### src/rtl/fsm_burst_rd_if.sv
// Request/memory bundle for the burst read controller.
// The slave modport is the controller's view; master is the requester plus memory.
interface fsm_burst_rd_if #(
    parameter int ADDR_W = 8,
    parameter int DATA_W = 8,
    parameter int LEN_W  = 4
);
    logic              go;
    logic              abort;
    logic [ADDR_W-1:0] start_addr;
    logic [LEN_W-1:0]  burst_len;
    logic              ws;
    logic [DATA_W-1:0] mem_rdata;
    logic              rd;
    logic [ADDR_W-1:0] addr;
    logic [DATA_W-1:0] data_out;
    logic              data_valid;
    logic              ds;
    logic              busy;
    logic              err;

    modport slave (
        input  go, abort, start_addr, burst_len, ws, mem_rdata,
        output rd, addr, data_out, data_valid, ds, busy, err
    );

    modport master (
        output go, abort, start_addr, burst_len, ws, mem_rdata,
        input  rd, addr, data_out, data_valid, ds, busy, err
    );
endinterface

### src/rtl/fsm_burst_rd.sv
// Burst read controller: issues burst_len reads from start_addr, stalls on ws,
// times out after MAX_WAIT wait cycles per word, and can be aborted mid-burst.
module fsm_burst_rd #(
    parameter int ADDR_W   = 8,
    parameter int DATA_W   = 8,
    parameter int LEN_W    = 4,
    parameter int MAX_WAIT = 15
) (
    input  logic          clk,
    input  logic          rst,
    fsm_burst_rd_if.slave bus
);
    localparam int WAIT_W = (MAX_WAIT > 0) ? $clog2(MAX_WAIT + 1) : 1;
    localparam logic [WAIT_W-1:0] WAIT_LAST = WAIT_W'((MAX_WAIT > 0) ? MAX_WAIT - 1 : 0);

    typedef enum logic [2:0] {IDLE, READ, DLY, DONE, ERR} state_t;

    state_t            state;
    logic [LEN_W-1:0]  remaining;
    logic [WAIT_W-1:0] wait_cnt;

    assign bus.rd   = (state == READ) || (state == DLY);
    assign bus.busy = (state != IDLE);
    assign bus.ds   = (state == DONE);
    assign bus.err  = (state == ERR);

    always_ff @(posedge clk or negedge rst) begin
        if (!rst) begin
            state          <= IDLE;
            remaining      <= '0;
            wait_cnt       <= '0;
            bus.addr       <= '0;
            bus.data_out   <= '0;
            bus.data_valid <= 1'b0;
        end else begin
            bus.data_valid <= 1'b0;
            case (state)
                IDLE: begin
                    if (bus.go && (bus.burst_len != '0)) begin
                        bus.addr  <= bus.start_addr;
                        remaining <= bus.burst_len;
                        state     <= READ;
                    end
                end
                READ: begin
                    wait_cnt <= '0;
                    state    <= bus.abort ? IDLE : DLY;
                end
                DLY: begin
                    // abort wins over a word arriving in the same cycle
                    if (bus.abort) begin
                        state <= IDLE;
                    end else if (!bus.ws) begin
                        bus.data_out   <= bus.mem_rdata;
                        bus.data_valid <= 1'b1;
                        bus.addr       <= bus.addr + 1'b1;
                        remaining      <= remaining - 1'b1;
                        state          <= (remaining == LEN_W'(1)) ? DONE : READ;
                    end else begin
                        wait_cnt <= wait_cnt + 1'b1;
                        if ((MAX_WAIT != 0) && (wait_cnt == WAIT_LAST))
                            state <= ERR;
                    end
                end
                DONE:    state <= IDLE;
                ERR:     state <= IDLE;
                default: state <= IDLE;
            endcase
        end
    end
endmodule

### src/flat_wrapper.sv
// flat-port wrapper written by rule: the top's interface ports become plain ports
module fsm_burst_rd_flat 
#(
    parameter int ADDR_W   = 8,
    parameter int DATA_W   = 8,
    parameter int LEN_W    = 4,
    parameter int MAX_WAIT = 15
)
  (clk, rst, bus_go, bus_abort, bus_start_addr, bus_burst_len, bus_ws, bus_mem_rdata, bus_rd, bus_addr, bus_data_out, bus_data_valid, bus_ds, bus_busy, bus_err);
  fsm_burst_rd_if #(.ADDR_W(ADDR_W), .DATA_W(DATA_W), .LEN_W(LEN_W)) bus_i ();
  input  logic clk;
  input  logic rst;
  input wire logic [$bits(bus_i.go)-1:0] bus_go;
  input wire logic [$bits(bus_i.abort)-1:0] bus_abort;
  input wire logic [$bits(bus_i.start_addr)-1:0] bus_start_addr;
  input wire logic [$bits(bus_i.burst_len)-1:0] bus_burst_len;
  input wire logic [$bits(bus_i.ws)-1:0] bus_ws;
  input wire logic [$bits(bus_i.mem_rdata)-1:0] bus_mem_rdata;
  output wire logic [$bits(bus_i.rd)-1:0] bus_rd;
  output wire logic [$bits(bus_i.addr)-1:0] bus_addr;
  output wire logic [$bits(bus_i.data_out)-1:0] bus_data_out;
  output wire logic [$bits(bus_i.data_valid)-1:0] bus_data_valid;
  output wire logic [$bits(bus_i.ds)-1:0] bus_ds;
  output wire logic [$bits(bus_i.busy)-1:0] bus_busy;
  output wire logic [$bits(bus_i.err)-1:0] bus_err;
  assign bus_i.go = bus_go;
  assign bus_i.abort = bus_abort;
  assign bus_i.start_addr = bus_start_addr;
  assign bus_i.burst_len = bus_burst_len;
  assign bus_i.ws = bus_ws;
  assign bus_i.mem_rdata = bus_mem_rdata;
  assign bus_rd = bus_i.rd;
  assign bus_addr = bus_i.addr;
  assign bus_data_out = bus_i.data_out;
  assign bus_data_valid = bus_i.data_valid;
  assign bus_ds = bus_i.ds;
  assign bus_busy = bus_i.busy;
  assign bus_err = bus_i.err;
  fsm_burst_rd #(.ADDR_W(ADDR_W), .DATA_W(DATA_W), .LEN_W(LEN_W), .MAX_WAIT(MAX_WAIT)) u_core (.clk(clk), .rst(rst), .bus(bus_i));
endmodule
### config.mk
export PLATFORM = sky130hd
export DESIGN_NAME = fsm_burst_rd_flat
export DESIGN_NICKNAME = d
export VERILOG_FILES = /design/src/rtl/fsm_burst_rd_if.sv /design/src/rtl/fsm_burst_rd.sv /design/src/flat_wrapper.sv
export SDC_FILE = /design/constraint.sdc
export NUM_CORES = 1
export LEC_CHECK = 0
export BUFFER_PORTS_ARGS = -buffer_cell sky130_fd_sc_hd__buf_2
export CAP_MARGIN = 40
export CORE_UTILIZATION = 40
export CTS_BUF_LIST = sky130_fd_sc_hd__clkbuf_2
export DETAILED_ROUTE_END_ITERATION = 6
export GPL_TIMING_DRIVEN = 0
export PLACE_DENSITY = 0.64
export RECOVER_POWER = 100
export SLEW_MARGIN = 15
export SYNTH_ARGS = -nofsm -noshare
export SYNTH_HDL_FRONTEND = slang
export SYNTH_SLANG_ARGS = --single-unit
export TNS_END_PERCENT = 1
### constraint.sdc
create_clock -name clk -period 5.4 [get_ports clk]
set_input_delay 1.08 -clock clk [delete_from_list [all_inputs] [get_ports clk]]
set_output_delay 1.08 -clock clk [all_outputs]
set_load 0.05 [all_outputs]
Word level (Yosys, flattened, before mapping):

Cells that the tools add are included.

* bits in registers: 28
* bits of input ports: 25
* output and inout bits: 21
* word-level logic and storage cells: 54

* add/subtract/negate cells: 3
* eq/ne operators: 11
* muxes and demuxes: 21
* bitwise gates (word level): 2
* reduce and logical (&&, ||, !) cells: 11

Operators by type and width (number)
* 8-bit two-way mux: 3
* 4-bit two-way mux: 5
* 4-bit case mux with 2 select lines: 2
* 8-bit case mux with 2 select lines: 1
* 3-bit two-way mux: 4
* 3-bit case mux with 3 select lines: 1
* 8-bit by 1-bit adder with 8-bit output (second input constant): 1
* 3-bit by 2-bit equality test with 1-bit output (second input constant): 2
* 2-bit != test (second input constant): 3
* 3-bit AND reduction: 2
* 4-bit by 1-bit adder with 4-bit output (second input constant): 1
* 4-bit by 1-bit equality test with 1-bit output (second input constant): 1
* 4-bit equality test (second input constant): 1
* 2-bit two-way mux: 2
* 4-bit != test (second input constant): 1
* 4-bit AND reduction: 1
* 2-bit nonzero test: 2
* 4-bit nonzero test: 1
* 4-bit by 1-bit subtractor with 4-bit output (second input constant): 1
* 3-bit by 1-bit equality test with 1-bit output (second input constant): 1
* 3-bit equality test (second input constant): 1
* 3-bit logical NOT: 1
* 1-bit two-way mux: 3
* 3-bit nonzero test: 1
* 5 further kinds: 6

Logic depth before layout (Yosys ltp):

* depth in word-level cells: 5
* gate-level depth with buffers: 6
* gate-level depth less buffers: 6

Worst setup path after synthesis:

Ideal clock, no wire load.

* kind: register to output
* from: reg u_core.state[1]
* to: out bus_err
* arrival time: 1.571 ns
* data required time: 4.320 ns
* setup slack: 2.749 ns
* cell stages (with the launch flop): 2
* path buffers: 0
* cell sequence: dfrtp_1 > nor3b_1

* word-level cells in the longest chain between the ends: 1

Ends and longest elaborated chain
* from (decl): RTL line fsm_burst_rd.sv:18 `state_t state;`
* from (signal assigned): RTL line fsm_burst_rd.sv:47 `state <= bus.abort ? IDLE : DLY;`
* from (signal assigned): RTL line fsm_burst_rd.sv:58 `state <= (remaining == LEN_W'(1)) ? DONE : READ;`
* 3-bit equality test: RTL line fsm_burst_rd.sv:25 `assign bus.err = (state == ERR);`
* to (decl): RTL line flat_wrapper.sv:25 `output wire logic [$bits(bus_i.err)-1:0] bus_err;`

Every way passes these cells.

Final worst setup path:

* from: reg u_core.state[0]
* to: out bus_rd

* word-level cells in the longest chain between the ends: 2
* elaborated cells on any way between the ends: 3
* those cells by class: eq/ne: 2; reduce/logical: 1

Ends and longest elaborated chain
* 3-bit by 1-bit equality test with 1-bit output or 3-bit by 2-bit equality test with 1-bit output (tied branches): RTL line fsm_burst_rd.sv:22 `assign bus.rd = (state == READ) || (state == DLY);`
* 1-bit logical OR (*): RTL line fsm_burst_rd.sv:22
* to (decl): RTL line flat_wrapper.sv:19 `output wire logic [$bits(bus_i.rd)-1:0] bus_rd;`

Every way passes the cells marked *; elsewhere a longest branch is shown, timed or not.

==> flow_metrics.tcl <==
set metrics [dict create \
    status "complete, but fails checks" \
    failed_checks "capacitance limit, slew limit" \
    cts_buffers 3 \
    cts_tree "done" \
    netlist_area_sq_um 1474 \
    port_buffers 45 \
    use_met1_pct 23.28 \
    area_growth_pct 17.32 \
    viasPerCell 5.217 \
    worstPathArrival_ns 2.42 \
    hold_viol 0 \
    ys_seq_area_share_pct 47.54 \
    wire_per_inst_microns 13.51 \
    antenna_found_initial 0 \
    synth_edf_count 0 \
    ys_warn_count 0 \
    slew_violations 28 \
    clock_skew_ns 0.004940 \
    grt_use_met3_pct 2.372 \
    async_reset_ff_share_pct 100.0 \
    overflow 0 \
    clockBufferDepth 2 \
    num_antenna_cells 0 \
    dr.pass1.iters 6 \
    rsz0062_at_grt "false" \
    met2_usage_pct 30.71 \
    fmax_mhz 285.8 \
    cts_hold_buf 0 \
    start_util_pct 42.82 \
    layout_commonest_cell "clkbuf_1" \
    cap_viol_max_count 1 \
    die_area_sq_um 3931 \
    io_pins 46 \
    vias 1226 \
    drcViolationCount 0 \
    routabilityCongestion 0.8086 \
    synth_largest_area_cell "dfrtp_1" \
    path_max_fanout 10 \
    nFillCells 348 \
    p_leak_nw 0.8048 \
    clk_transition_reported_paths_ns 0.28 \
    grt_pass1_wl_mm 5.582 \
    core_sq_um 3442 \
    cellPowerDensity_nw_per_um2 482.3 \
    cts_root_buf "clkbuf_2" \
    path_class "reg -> out" \
    htreeDepth 1 \
    power.total_w 0.0008340 \
    end_kind "primary output" \
    finalSetupViolCount 0 \
    cts_resized 0 \
    synth-main-ff-cell "dfrtp_1" \
    cts.sinks 28 \
    synth_nets 170 \
    clock_latency_ns 0.37 \
    worstPathRequired_ns 4.32 \
    drive_above_1_share_pct 16.40 \
    synth.distinct_cells 37 \
    layout_common_cells "30 x clkbuf_1, 28 x dfrtp_1, 22 x buf_2" \
    final_nets 220 \
    grt_pass1_vias 1199 \
    wirelength_mm 3.176 \
    timing.final.crit_share_pct 64.79 \
    hold_depth 1 \
    synth_cells 140 \
    antenna_left 0 \
    timing.critical_path.mode_cell "clkbuf_1" \
    crit_chain "or3b_1, clkbuf_1, clkbuf_1, nand2_1, clkbuf_1" \
    relSlewSlack_pct -0.3538 \
    tightest_slew_ns 1.505 \
    grt_start_max_net_pins 29 \
    fin_setup_tns_ns 0 \
    die_x_microns 62.70 \
    synthTopCellsByArea "dfrtp_1 48%, mux2_4 8.1%, o21ai_0 5.1%, ha_1 4.2%, a21oi_1 4.1%" \
    hold_class "reg -> reg" \
    die_h_microns 62.70 \
    fin_crit_ns 3.498 \
    cts_setup_buffers 0 \
    cpPeakStageDelay_ns 0.50 \
    rows 21 \
    cp-start-kind "register" \
    irDropWorstVdd_uv 267.4 \
    hpwl_mm 2.341 \
    slowest_stage "dfrtp_1" \
    avgSynthCellArea_sq_um 10.53 \
    synth_top_cell_area_share_pct 47.54 \
    ys_ff_latch 28 \
    gr-max-usage-layer "met2" \
    ff2ff_path_depth 5 \
    drtIter0Drc 23 \
    grt_usage_pct 17.86 \
]
## layer usage
metal | part of all wire, % | vias to the layer above
li1 | - | 604
met1 | 46 | 586
met2 | 49 | 34
met3 | 3.8 | 2
met4 | 0.60 | 0
met5 | 0 | -
## area by class of cell
cell class | count | area [sq um] | share of cell area [%]
well taps | 46 | 57.56 | 3.329
repair buffers | 45 | 196.4 | 11.36
clock buffers | 3 | 15.01 | 0.8683
flip-flops and latches | 28 | 700.7 | 40.52
multi-input cells | 100 | 684.4 | 39.58
plain buffers | 7 | 26.28 | 1.520
clock inverters | 1 | 30.03 | 1.737
inverters | 5 | 18.77 | 1.085
## power by group
| part | total (W) | switching (W) | internal, W |
|---|---|---|---|
| Sequential | 0.000326 | 0.0000539 | 0.000272 |
| Combinational | 0.000379 | 0.000282 | 0.0000970 |
| Clock | 0.000130 | 0.0000659 | 0.0000636 |
| Total | 0.000834 | 0.000402 | 0.000432 |
## state kept, by name (all words and copies together) (netlist names)
register and cells:
u_core.wait_cnt 4, u_core.bus.addr 8, u_core.state 3, u_core.bus.data_out 8
u_core.remaining 4, u_core.bus.data_valid 1
## worst max-delay path: cells and delay by family (launching register included)
kind,cells,cell delay [ns]
simple gates,2,0.56
flops,1,0.50
buf+inv,3,1.00
## cells in the mapped netlist, types with 2 or more instances
master / number
a21o_1: 3
a21oi_1: 12
a2bb2oi_1: 3
and3_1: 2
buf_6: 2
clkbuf_1: 4
dfrtp_1: 28
ha_1: 5
inv_1: 5
mux2_4: 8
mux2i_1: 3
nand2_1: 7
nand2b_1: 3
nand3_1: 6
nor2_1: 7
nor3b_1: 5
o21ai_0: 15
o22ai_1: 2
or2_2: 2
## through the flow
| stage | hold slack, ns | utilization [%] | instances | setup WS, ns | area (sq um) |
|---|---|---|---|---|---|
| floorplan | 0.4637 | - | 140 | 2.749 | 1474 |
| global placement | 0.4874 | 51.04 | 231 | 2.724 | 1757 |
| detailed placement | 0.4903 | 51.04 | 231 | 2.700 | 1757 |
| CTS | 0.5470 | 52.34 | 235 | 2.231 | 1802 |
| global route | 0.5624 | 50.24 | 235 | 1.743 | 1729 |
| finish | 0.5304 | 50.24 | 235 | 1.902 | 1729 |
## logic make-up (layout without fill, tap and decap cells)
family,Yosys count,in the layout,synth area share [%]
buffers and inverters,12,61,4.329
AOI/OAI and AO/OA,41,41,16.64
and+or+nand+nor,43,43,17.06
DFF,28,28,47.54
muxes,11,11,10.19
adders and majority gates,5,5,4.244
## worst paths after layout
path	from	end	slack, ns
setup reg to reg	u_core.state[0]	u_core.bus.data_out[1]	3.24
hold reg to reg	u_core.bus.data_out[2]	u_core.bus.data_out[2]	0.53
hold / removal	u_core.bus.data_out[2]	u_core.bus.data_out[2]	0.53
min in group asynchronous	rst	u_core.wait_cnt[0]	1.01
max in group asynchronous	rst	u_core.state[0]	3.54
setup / recovery	u_core.state[0]	bus_rd	1.90
Power figures use the tool's default switching activity.
